File: config.mk
export PLATFORM = sky130hd
export DESIGN_NAME = stage_collision_flat
export DESIGN_NICKNAME = d
export VERILOG_FILES = /design/src/rtl/stage_collision_if.sv /design/src/rtl/stage_collision.sv /design/src/flat_wrapper.sv
export SDC_FILE = /design/constraint.sdc
export NUM_CORES = 1
export LEC_CHECK = 0
export CAP_MARGIN = 10
export CORE_AREA = 2 2 211 109
export CTS_CLUSTER_SIZE = 16
export DETAILED_ROUTE_END_ITERATION = 12
export DIE_AREA = 0 0 213 111
export PLACE_DENSITY = 0.72
export SLEW_MARGIN = 10
export SYNTH_ARGS = -nofsm -noshare
export SYNTH_HDL_FRONTEND = slang
export SYNTH_SLANG_ARGS = --single-unit
export TNS_END_PERCENT = 100
File: constraint.sdc
create_clock -name i_clock -period 4.4 [get_ports i_clock]
set_input_delay 0.44 -clock i_clock [delete_from_list [all_inputs] [get_ports i_clock]]
set_output_delay 0.44 -clock i_clock [all_outputs]
set_load 0.01 [all_outputs]
File: src/rtl/stage_collision_if.sv
// Geometry ROM bus between the collision scanner (master) and the stage ROM (slave).
// The ROM answers combinationally, so box data for the presented address is sampled on the next edge.
interface stage_collision_if;
   logic [7:0]  box_addr;
   logic        box_rd;
   logic [63:0] box_data;
   logic        box_is_platform;

   modport master (
      output box_addr,
      output box_rd,
      input  box_data,
      input  box_is_platform
   );

   modport slave (
      input  box_addr,
      input  box_rd,
      output box_data,
      output box_is_platform
   );
endinterface

File: src/rtl/stage_collision.sv
// Per-frame player/stage collision scanner: walks the geometry ROM one box per cycle and
// publishes a held 5-bit contact vector {platform_Down, Left, Right, Down, Up} for the physics block.
module stage_collision #(
   parameter int NUM_BOXES = 4,
   parameter int PLAYER_W  = 16,
   parameter int PLAYER_H  = 16
) (
   input  logic               i_clock,
   input  logic               i_reset,
   input  logic               i_start,
   input  logic [31:0]        i_position,
   input  logic [31:0]        i_controller_in,
   stage_collision_if.master  bus,
   output logic [31:0]        o_wall,
   output logic               o_busy,
   output logic               o_done
);

   localparam logic signed [17:0] LP_W    = 18'(PLAYER_W);
   localparam logic signed [17:0] LP_H    = 18'(PLAYER_H);
   localparam logic [7:0]         LP_LAST = 8'(NUM_BOXES - 1);

   typedef enum logic {S_IDLE = 1'b0, S_SCAN = 1'b1} state_t;

   state_t      r_state, w_next_state;
   logic [7:0]  r_addr;
   logic        r_rd, r_done, r_drop;
   logic [4:0]  r_wall, r_acc, w_cur;
   logic [15:0] r_px, r_py;
   logic        w_last, w_accept, w_finish, w_busy;
   logic        w_unused_ctl;

   // 18-bit signed probes keep px-1 / py-1 at zero negative and px+W near 65535 from wrapping.
   function automatic logic [4:0] box_flags(input logic [63:0] d, input logic plat,
                                            input logic [15:0] px, input logic [15:0] py,
                                            input logic drop);
      logic signed [17:0] x0, x1, y0, y1, sx, sy, xl, xr, yd, yu;
      logic               ok, xov, yov;
      x0  = $signed({2'b00, d[63:48]});
      x1  = $signed({2'b00, d[47:32]});
      y0  = $signed({2'b00, d[31:16]});
      y1  = $signed({2'b00, d[15:0]});
      sx  = $signed({2'b00, px});
      sy  = $signed({2'b00, py});
      xl  = sx - 18'sd1;
      xr  = sx + LP_W;
      yd  = sy - 18'sd1;
      yu  = sy + LP_H;
      ok  = (x0 <= x1) && (y0 <= y1);
      xov = (sx <= x1) && ((xr - 18'sd1) >= x0);
      yov = (sy <= y1) && ((yu - 18'sd1) >= y0);
      box_flags = '0;
      if (ok) begin
         if (plat) begin
            box_flags[4] = xov && (yd == y1) && !drop;
         end else begin
            box_flags[0] = xov && (yu >= y0) && (yu <= y1);
            box_flags[1] = xov && (yd >= y0) && (yd <= y1);
            box_flags[2] = yov && (xr >= x0) && (xr <= x1);
            box_flags[3] = yov && (xl >= x0) && (xl <= x1);
         end
      end
   endfunction

   assign w_cur        = box_flags(bus.box_data, bus.box_is_platform, r_px, r_py, r_drop);
   assign w_last       = (r_addr == LP_LAST);
   assign w_unused_ctl = ^{i_controller_in[31:8], i_controller_in[3:0]};

   always_ff @(posedge i_clock) begin
      if (i_reset) r_state <= S_IDLE;
      else         r_state <= w_next_state;
   end

   always_comb begin
      w_next_state = r_state;
      case (r_state)
         S_IDLE:  if (i_start) w_next_state = S_SCAN;
         S_SCAN:  if (w_last)  w_next_state = S_IDLE;
         default: w_next_state = S_IDLE;
      endcase
   end

   always_comb begin
      w_busy   = (r_state == S_SCAN);
      w_accept = (r_state == S_IDLE) && i_start;
      w_finish = (r_state == S_SCAN) && w_last;
   end

   always_ff @(posedge i_clock) begin
      if (i_reset) begin
         r_addr <= '0;
         r_rd   <= 1'b0;
         r_done <= 1'b0;
         r_wall <= '0;
      end else begin
         r_done <= w_finish;
         if (w_accept) begin
            r_addr <= '0;
            r_rd   <= 1'b1;
         end else if (w_busy) begin
            if (w_last) r_rd   <= 1'b0;
            else        r_addr <= r_addr + 8'd1;
         end
         if (w_finish) r_wall <= r_acc | w_cur;
      end
   end

   // Scan snapshot and accumulator carry no reset; they are rewritten on every accepted start.
   always_ff @(posedge i_clock) begin
      if (w_accept) begin
         r_px   <= i_position[31:16];
         r_py   <= i_position[15:0];
         r_drop <= (i_controller_in[7:4] == 4'd0);
         r_acc  <= '0;
      end else if (w_busy) begin
         r_acc  <= r_acc | w_cur;
      end
   end

   assign bus.box_addr = r_addr;
   assign bus.box_rd   = r_rd;
   assign o_wall       = {27'd0, r_wall};
   assign o_busy       = w_busy;
   assign o_done       = r_done;

endmodule

File: src/flat_wrapper.sv
// flat-port wrapper written by rule: the top's interface ports become plain ports
module stage_collision_flat 
#(
   parameter int NUM_BOXES = 4,
   parameter int PLAYER_W  = 16,
   parameter int PLAYER_H  = 16
)
  (i_clock, i_reset, i_start, i_position, i_controller_in, o_wall, o_busy, o_done, bus_box_addr, bus_box_rd, bus_box_data, bus_box_is_platform);
  stage_collision_if bus_i ();
  input  logic i_clock;
  input  logic i_reset;
  input  logic i_start;
  input  logic [31:0] i_position;
  input  logic [31:0] i_controller_in;
  output logic [31:0] o_wall;
  output logic o_busy;
  output logic o_done;
  output wire logic [$bits(bus_i.box_addr)-1:0] bus_box_addr;
  output wire logic [$bits(bus_i.box_rd)-1:0] bus_box_rd;
  input wire logic [$bits(bus_i.box_data)-1:0] bus_box_data;
  input wire logic [$bits(bus_i.box_is_platform)-1:0] bus_box_is_platform;
  assign bus_box_addr = bus_i.box_addr;
  assign bus_box_rd = bus_i.box_rd;
  assign bus_i.box_data = bus_box_data;
  assign bus_i.box_is_platform = bus_box_is_platform;
  stage_collision #(.NUM_BOXES(NUM_BOXES), .PLAYER_W(PLAYER_W), .PLAYER_H(PLAYER_H)) u_core (.i_clock(i_clock), .i_reset(i_reset), .i_start(i_start), .i_position(i_position), .i_controller_in(i_controller_in), .bus(bus_i), .o_wall(o_wall), .o_busy(o_busy), .o_done(o_done));
endmodule
==> results by group, run 1 <==
Outcome
  – Status: finished clean

Place
  – Cells after DPL: roughly 1500
  – # port buffers: 119
  – Post-DP HPWL: 25300 um
  – Gpl congestion: approximately 1.1

Timing
  – Unrepaired setup endpoints after global routing: true
  – Slew Limit Fails: 0
  – Tightest Pin Transition: 0.823 ns
  – Final Critical Period: 4.37 ns
  – Final Setup Violations: 0
  – Tcrit/Tclk final: 0.993
  – Fmax: approximately 0.23 GHz
  – Clock skew: 0.0128 ns
  – Final hold viol count: 0
  – Max_slew headroom: 0.446

CTS
  – Inserted Clock Buffers: 5
  – CTS tree: done
  – Worst skew pair latency: just over 0.3 ns
  – Post-CTS Hold Buffers: 0
  – CTS max path bufs: 2
  – Number of sinks on the clock net: 54
  – Clk slew on worst S/H paths: about 0.080 ns
  – H-tree level count: 2
  – Clock root buffer: clkbuf_16

Die
  – I/O Pins: 175
  – Width of the chip: 213 um
  – Starting Density: 0.389
  – Die Y: ~110 um
  – Die Footprint: between 0.02 and 0.025 mm2
  – FP Rows: 39
  – Core ar.: 0.0221 mm2

Detailed routing
  – DRT Pass-1 Iters: 5
  – Vias/cell: around 5.7
  – Iter 0 DRT Violations: about 800
  – Vias: between 8000 and 9000
  – WL final: ~29000 um
  – Post-route DRC: 0
  – DR WL/cell: 19.6 um
  – Post-route ant nets: 0

Layout
  – Area occupied by registers: between 0.001 and 0.0015 mm2
  – Area occupied by multi-input gates: 0.00676 mm2
  – Nets: between 1500 and 2000
  – Ant diodes: 0
  – Layout cell share with drive strength beyond 1: 0.0959
  – Syn-to-layout area delta: 24.6%
  – Filler Cell Count: between 2000 and 2500
  – Post-Layout Cell Count: about 1500

Critical path
  – Crit path arrival time: roughly 4.6 ns
  – Worst path bufs/invs: 2
  – Crit Path Category: reg -> reg
  – Endpoint class of the critical path: flop
  – CP cell instances: inv_1 > ha_1 > or3b_2 > nand2_1 > nand2_1 > buf_4 > nor3_1 > xor2_1 > ha_1 > nand4_1 > or3_1 > or4_4 > or4_4 > o31a_1 > a211oi_2
  – Slowest CP cell: or4_4
  – Max FO, Critical Path: 5
  – CP Launch Type: flop
  – Top delay family on crit path: simple AND/OR/NAND/NOR gates
  – FF-to-FF setup slack: approximately 0.03 ns
  – CP max stage delay: roughly 0.55 ns
  – CP Data Required Time: 4.62 ns

GRT
  – Global-route wire length before repair: around 44000 um
  – Grt total ovfl: 0
  – Total track usage: 0.245
  – Initial antenna violation count: 0
  – Largest net degree at the start of global routing: 27
  – Number of global-route vias before repair: 7744

Power and ir drop
  – Total power: 1.90 mW
  – Power Density: approximately 180 mW/mm2
  – Pleak: 4.90 nW
  – Worst VDD drop: ~0.17 mV

Synthesis
  – Average size of a mapped cell: about 8.4 um2
  – Cells after Synth: slightly above 1000
  – Sequential share of the synthesized area: 0.164
  – Yosys cell types: between 70 and 80
  – Top-area cell type share of the netlist area: 0.310
  – Synth Flop Type: edfxtp_1
  – Fraction of registers with async set/reset: 0
  – Post-synth EDFFs: 33
  – Synth Register Bits: 54
  – Ranking of synthesized cells by area: ha_1 (31%), edfxtp_1 (12%), dfxtp_1 (4.9%)
  – Cell Area, Synth: ~0.0086 mm2
  – Synth warnings: 0
  – Yosys top cell by area: ha_1

Hold path
  – Hold Path Class: reg -> reg

Run
  – MaxCap Viol Count: 0
## path summary, 6_finish.rpt
path,from,endpoint,cells after the start
setup / recovery,u_core.r_py[1]$_DFFE_PP_,u_core.r_wall[4]$_SDFFE_PP0P_,15
hold / removal,u_core.r_acc[0]$_SDFFE_PP0P_,u_core.r_wall[0]$_SDFFE_PP0P_,1
setup reg to reg,u_core.r_py[1]$_DFFE_PP_,u_core.r_wall[4]$_SDFFE_PP0P_,15
hold reg to reg,u_core.r_acc[0]$_SDFFE_PP0P_,u_core.r_wall[0]$_SDFFE_PP0P_,1
## routing by layer
layer / routed length [um] / GRT usage / share of wire / up-vias
li1: - / - / - / 4057
met1: 14400 / 0.391 / 0.49 / 4012
met2: 10200 / 0.291 / 0.35 / 425
met3: 4290 / 0.101 / 0.15 / 28
met4: 469 / 0.0443 / 0.016 / 0
met5: 0 / 0 / 0 / -
## layout make-up
cell class | count | area share
multi-input cells | 849 | 0.631
repair buffers | 177 | 0.152
flip-flops and latches | 54 | 0.132
well taps | 307 | 0.0359
inverters | 101 | 0.0354
clock buffers | 5 | 0.0117
clock inverters | 3 | 0.00269
## placed cells by master (no fill, tap or decap), drive strengths merged, types with 6 or more instances in the layout
cell type / count
xor2: 29
edfxtp: 33
nand4: 34
a21oi: 54
a21o: 29
nand2: 67
inv: 103
nand2b: 8
nor2: 65
clkdlybuf4s50: 119
nand3: 35
o31ai: 7
conb: 27
xnor2: 41
buf: 58
a211oi: 14
o21a: 9
or4: 14
a221oi: 8
o211ai: 8
o21ai: 31
o31a: 6
ha: 213
dfxtp: 21
and3: 8
or3: 15
nor3: 28
nor2b: 13
nor4: 14
## stage by stage
step | hold slack, ns | TNS (ns) | area, um2 | utilization | setup slack (ns)
2_1_floorplan | 0.450 | 0 | 8690 | - | 0.404
3_3_place_gp | 0.470 | 0 | 10300 | 0.468 | 0.0481
3_5_place_dp | 0.477 | -0.00954 | 10300 | 0.468 | -0.00954
4_1_cts | 0.508 | 0 | 10500 | 0.475 | 0.0244
5_1_grt | 0.535 | -0.0708 | 10700 | 0.485 | -0.0504
6_report | 0.508 | 0 | 10700 | 0.485 | 0.0301
## synthesized netlist by cell type, types with 21 or more instances
library cell / number
a21oi_1: 54
buf_4: 27
nor3_1: 27
nor2_1: 65
nand4_1: 34
dfxtp_1: 21
nand3_1: 35
ha_1: 213
o21ai_0: 30
xnor2_1: 41
xor2_1: 28
edfxtp_1: 33
a21o_1: 29
inv_1: 101
nand2_1: 67
## registers in the layout, indices dropped and copies added (netlist names), 5 cells and up
| register | flops |
|---|---|
| u_core.bus.box_addr | 8 |
| u_core.r_acc | 5 |
| u_core.r_px | 16 |
| u_core.r_py | 16 |
| u_core.r_wall | 5 |
## kinds of logic after synthesis
| logic type | after synthesis | share of synthesized area |
|---|---|---|
| fa+ha+maj | 213 | 0.310 |
| mux | 5 | 0.00626 |
| simple gates | 327 | 0.203 |
| flops | 54 | 0.164 |
| other cells | 1 | 0.000436 |
| compound gates | 207 | 0.165 |
| buf+inv | 151 | 0.0783 |
| xor+xnor | 70 | 0.0722 |
## worst register-to-register path: cells and delay by family, from the launching register on
| family | cells | cell delay (ns) |
|---|---|---|
| AOI/OAI and AO/OA | 2 | 0.52 |
| adders and majority gates | 2 | 0.39 |
| and+or+nand+nor | 8 | 2.29 |
| buffers and inverters | 2 | 0.28 |
| DFF | 1 | 0.47 |
| xor gates and xnor gates | 1 | 0.34 |
## where the power goes
part,switching [mW],leakage [nW],internal (mW),total [mW]
Sequential,0.0271,0.485,0.560,0.587
Combinational,0.492,4.34,0.391,0.883
Clock,0.208,0.0763,0.219,0.427
## timing repair
action                     CTS  global route
pin swaps                    0            10
gates resized for setup      4            30
setup buffers                0            10
setup endpoints to repair    2            10
Power figures use the tool's default switching activity.
==> run 2, diff against run 1 <==
--- a/config.mk
+++ b/config.mk
@@ -5,12 +5,13 @@
 export SDC_FILE = /design/constraint.sdc
 export NUM_CORES = 1
 export LEC_CHECK = 0
+export ABC_CLOCK_PERIOD_IN_PS = 4400
 export CAP_MARGIN = 10
-export CORE_AREA = 2 2 211 109
+export CORE_AREA = 2 2 199 103
 export CTS_CLUSTER_SIZE = 16
 export DETAILED_ROUTE_END_ITERATION = 12
-export DIE_AREA = 0 0 213 111
-export PLACE_DENSITY = 0.72
+export DIE_AREA = 0 0 201 105
+export PLACE_DENSITY = 0.79
 export SLEW_MARGIN = 10
 export SYNTH_ARGS = -nofsm -noshare
 export SYNTH_HDL_FRONTEND = slang
==> results by group, run 2 (synthesis gave the netlist of run 1 again) <==
Outcome
  – Status: finished clean

Detailed routing
  – DRT Pass-1 Iters: 5 (unchanged)
  – Post-route DRC: 0 (unchanged)
  – WL final: 26700 um (-9.1%)
  – Iter 0 DRT Violations: 594 (-26%)
  – Post-route ant nets: 0 (unchanged)
  – DR WL/cell: 18.4 um (-6.1%)
  – Vias/cell: 5.84 (+2.6%)
  – Vias: 8467 (-0.65%)

Die
  – Core ar.: 0.0192 mm2 (-13%)
  – Width of the chip: 201 um (-5.6%)
  – Die Footprint: 0.0211 mm2 (-11%)
  – I/O Pins: 175 (unchanged)
  – FP Rows: 36 (-7.7%)
  – Starting Density: 0.447 (+0.0581)
  – Die Y: 105 um (-5.4%)

Layout
  – Post-Layout Cell Count: 1449 (-3.1%)
  – Most frequent cells in the layout: ha_1 (212), clkdlybuf4s50_1 (119), inv_1 (101)
  – Ant diodes: 0 (unchanged)
  – Commonest non-fill, non-tap cell in the layout: ha_1
  – Syn-to-layout area delta: 22.9%
  – Nets: 1527 (-0.39%)
  – Layout cell share with drive strength beyond 1: 0.0803 (-0.0156)
  – Fin util: 0.549 (+0.0645)
  – Filler Cell Count: 1682 (-17%)
  – Fin area: 0.0106 mm2 (-1.4%)

Power and ir drop
  – P_int: 1.16 mW (-0.71%)
  – Clock network fraction of total power: 0.225 (about the same)
  – Power Density: 175 mW/mm2 (-0.99%)
  – Pleak: 4.86 nW (-0.90%)
  – Sequential power share: 0.320 (+0.010)
  – Comb pwr share: 0.455 (-0.010)
  – Sw Pwr: 690 uW (-5.1%)
  – Sw frac: 0.373 (-0.0105)
  – Worst VDD drop: 0.143 mV (-17%)

Critical path
  – Crit path arrival time: 4.52 ns (-0.07 ns)
  – CP Data Required Time: 4.65 ns (+0.03 ns)
  – CP Launch Type: flop
  – Crit Path Category: reg -> reg
  – FF-to-FF path depth: 15 (unchanged)
  – Max FO, Critical Path: 5 (unchanged)
  – Reg2Reg Capture Point: u_core.r_acc[3]$_SDFFE_PP0P_
  – FF-to-FF setup slack: 0.13 ns (+0.10 ns)
  – Critical R2R Launch: u_core.r_py[1]$_DFFE_PP_
  – Endpoint class of the critical path: flop

Hold path
  – Hold Path Depth: 1 (unchanged)
  – Hold path endpoint: u_core.r_acc[0]$_SDFFE_PP0P_
  – Hold Path Class: reg -> reg
  – Hold Startpoint: u_core.r_acc[0]$_SDFFE_PP0P_

CTS
  – CTS tree: done
  – Clock root buffer: clkbuf_16
  – CTS max path bufs: 2 (unchanged)
  – Number of sinks on the clock net: 54 (unchanged)
  – Clk slew on worst S/H paths: 0.08 ns (about the same)
  – Worst skew pair latency: 0.30 ns (about the same)
  – Post-CTS Hold Buffers: 0 (unchanged)
  – Inserted Clock Buffers: 5 (unchanged)
  – H-tree level count: 2 (unchanged)

Timing
  – Final worst setup slack: 0.129 ns (+0.0990 ns)
  – Tightest Pin Transition: 0.672 ns (-0.152 ns)
  – Tcrit/Tclk final: 0.971 (-0.0225)
  – Final Critical Period: 4.27 ns (-0.0990 ns)
  – Clock skew: 0.00636 ns (-0.00641 ns)
  – Final hold viol count: 0 (unchanged)
  – Fmax: 0.234 GHz (+2.3%)
  – Slew Limit Fails: 0 (unchanged)
  – Final hold slack: 0.497 ns (-0.0112 ns)
  – Final Setup Violations: 0 (unchanged)
  – Max_slew headroom: 0.541 (+0.0941)

Place
  – Post-DP HPWL: 22100 um (-13%)
  – Gpl congestion: 0.938 (-12%)
  – Cells after DPL: 1433 (-3.0%)
  – Cell Area, Placed: 0.0103 mm2 (-0.79%)
  – # port buffers: 119 (unchanged)
  – Post-Place Setup Slack: 0.0573 ns (+0.0668 ns)

GRT
  – Grt total ovfl: 0 (unchanged)
  – Total track usage: 0.243 (-0.00209)
  – Global-route wire length before repair: 41500 um (-6.0%)
  – Number of global-route vias before repair: 8375 (+8.1%)
  – Initial antenna violation count: 0 (unchanged)
  – Largest net degree at the start of global routing: 29 (+7.4%)

Run
  – MaxCap Viol Count: 0 (unchanged)
## run 2: cell type report
class                      count  area, um2  area share
clock buffer                   5        125      0.0118
clock inverter                 3       28.8     0.00272
inverter                     101        379      0.0359
multi-input combinational    849       6700       0.635
sequential                    54       1410       0.134
tap                          266        333      0.0315
timing repair buffer         171       1580       0.150
## run 2: power by group through the flow
stage          Combinational [mW]  Clock (mW)  Sequential, mW
6_report                    0.843       0.418           0.592
5_1_grt                     0.934       0.440           0.594
4_1_cts                     0.812       0.418           0.592
3_5_place_dp                0.806           0           0.604
3_3_place_gp                0.765           0           0.603
2_1_floorplan               0.525           0           0.590
## run 2: worst max-delay path: stages, from the launching register on
cell	delay (ns)
edfxtp_1	0.47
or4_4	0.58
buf_4	0.17
or4_4	0.49
or3_4	0.39
nor3_4	0.27
nand3_2	0.11
xnor2_1	0.15
ha_1	0.30
nand2_1	0.07
or3_1	0.37
o21ai_1	0.14
a211oi_1	0.07
o211ai_1	0.18
nor4b_4	0.31
o21ba_1	0.16
## run 2: metal layers
layer / routed length, um / track usage / vias to the layer above / share of wire
li1: - / - / 4049 / -
met4: 913 / 0.0958 / 0 / 0.034
met5: 0 / 0 / - / 0
met2: 13200 / 0.450 / 356 / 0.49
met1: 10800 / 0.283 / 3994 / 0.41
met3: 1790 / 0.0318 / 68 / 0.067
## run 2: repair_timing
action,CTS,global route
buffers inserted,0,8
gates resized for setup,0,20
setup endpoints to repair,0,10
## run 2: through the flow
stage	power (mW)	setup TNS [ns]
after floorplan	1.11	0
after global placement	1.37	0
after detailed placement	1.41	0
after CTS	1.82	0
after global routing	1.97	-0.120
final	1.85	0
## run 2: how the worst max path moves through the flow
| stage | from | endpoint | slack, ns |
|---|---|---|---|
| finish | u_core.r_py[1]$_DFFE_PP_ | u_core.r_acc[3]$_SDFFE_PP0P_ | 0.13 |
| global route | u_core.r_py[1]$_DFFE_PP_ | u_core.r_acc[3]$_SDFFE_PP0P_ | -0.02 |
| CTS | u_core.r_py[1]$_DFFE_PP_ | u_core.r_wall[4]$_SDFFE_PP0P_ | 0.03 |
| detailed placement | u_core.r_py[1]$_DFFE_PP_ | u_core.r_wall[4]$_SDFFE_PP0P_ | 0.06 |
| global placement | u_core.r_py[1]$_DFFE_PP_ | u_core.r_wall[4]$_SDFFE_PP0P_ | 0.11 |
| floorplan | u_core.r_py[1]$_DFFE_PP_ | u_core.r_wall[4]$_SDFFE_PP0P_ | 0.40 |
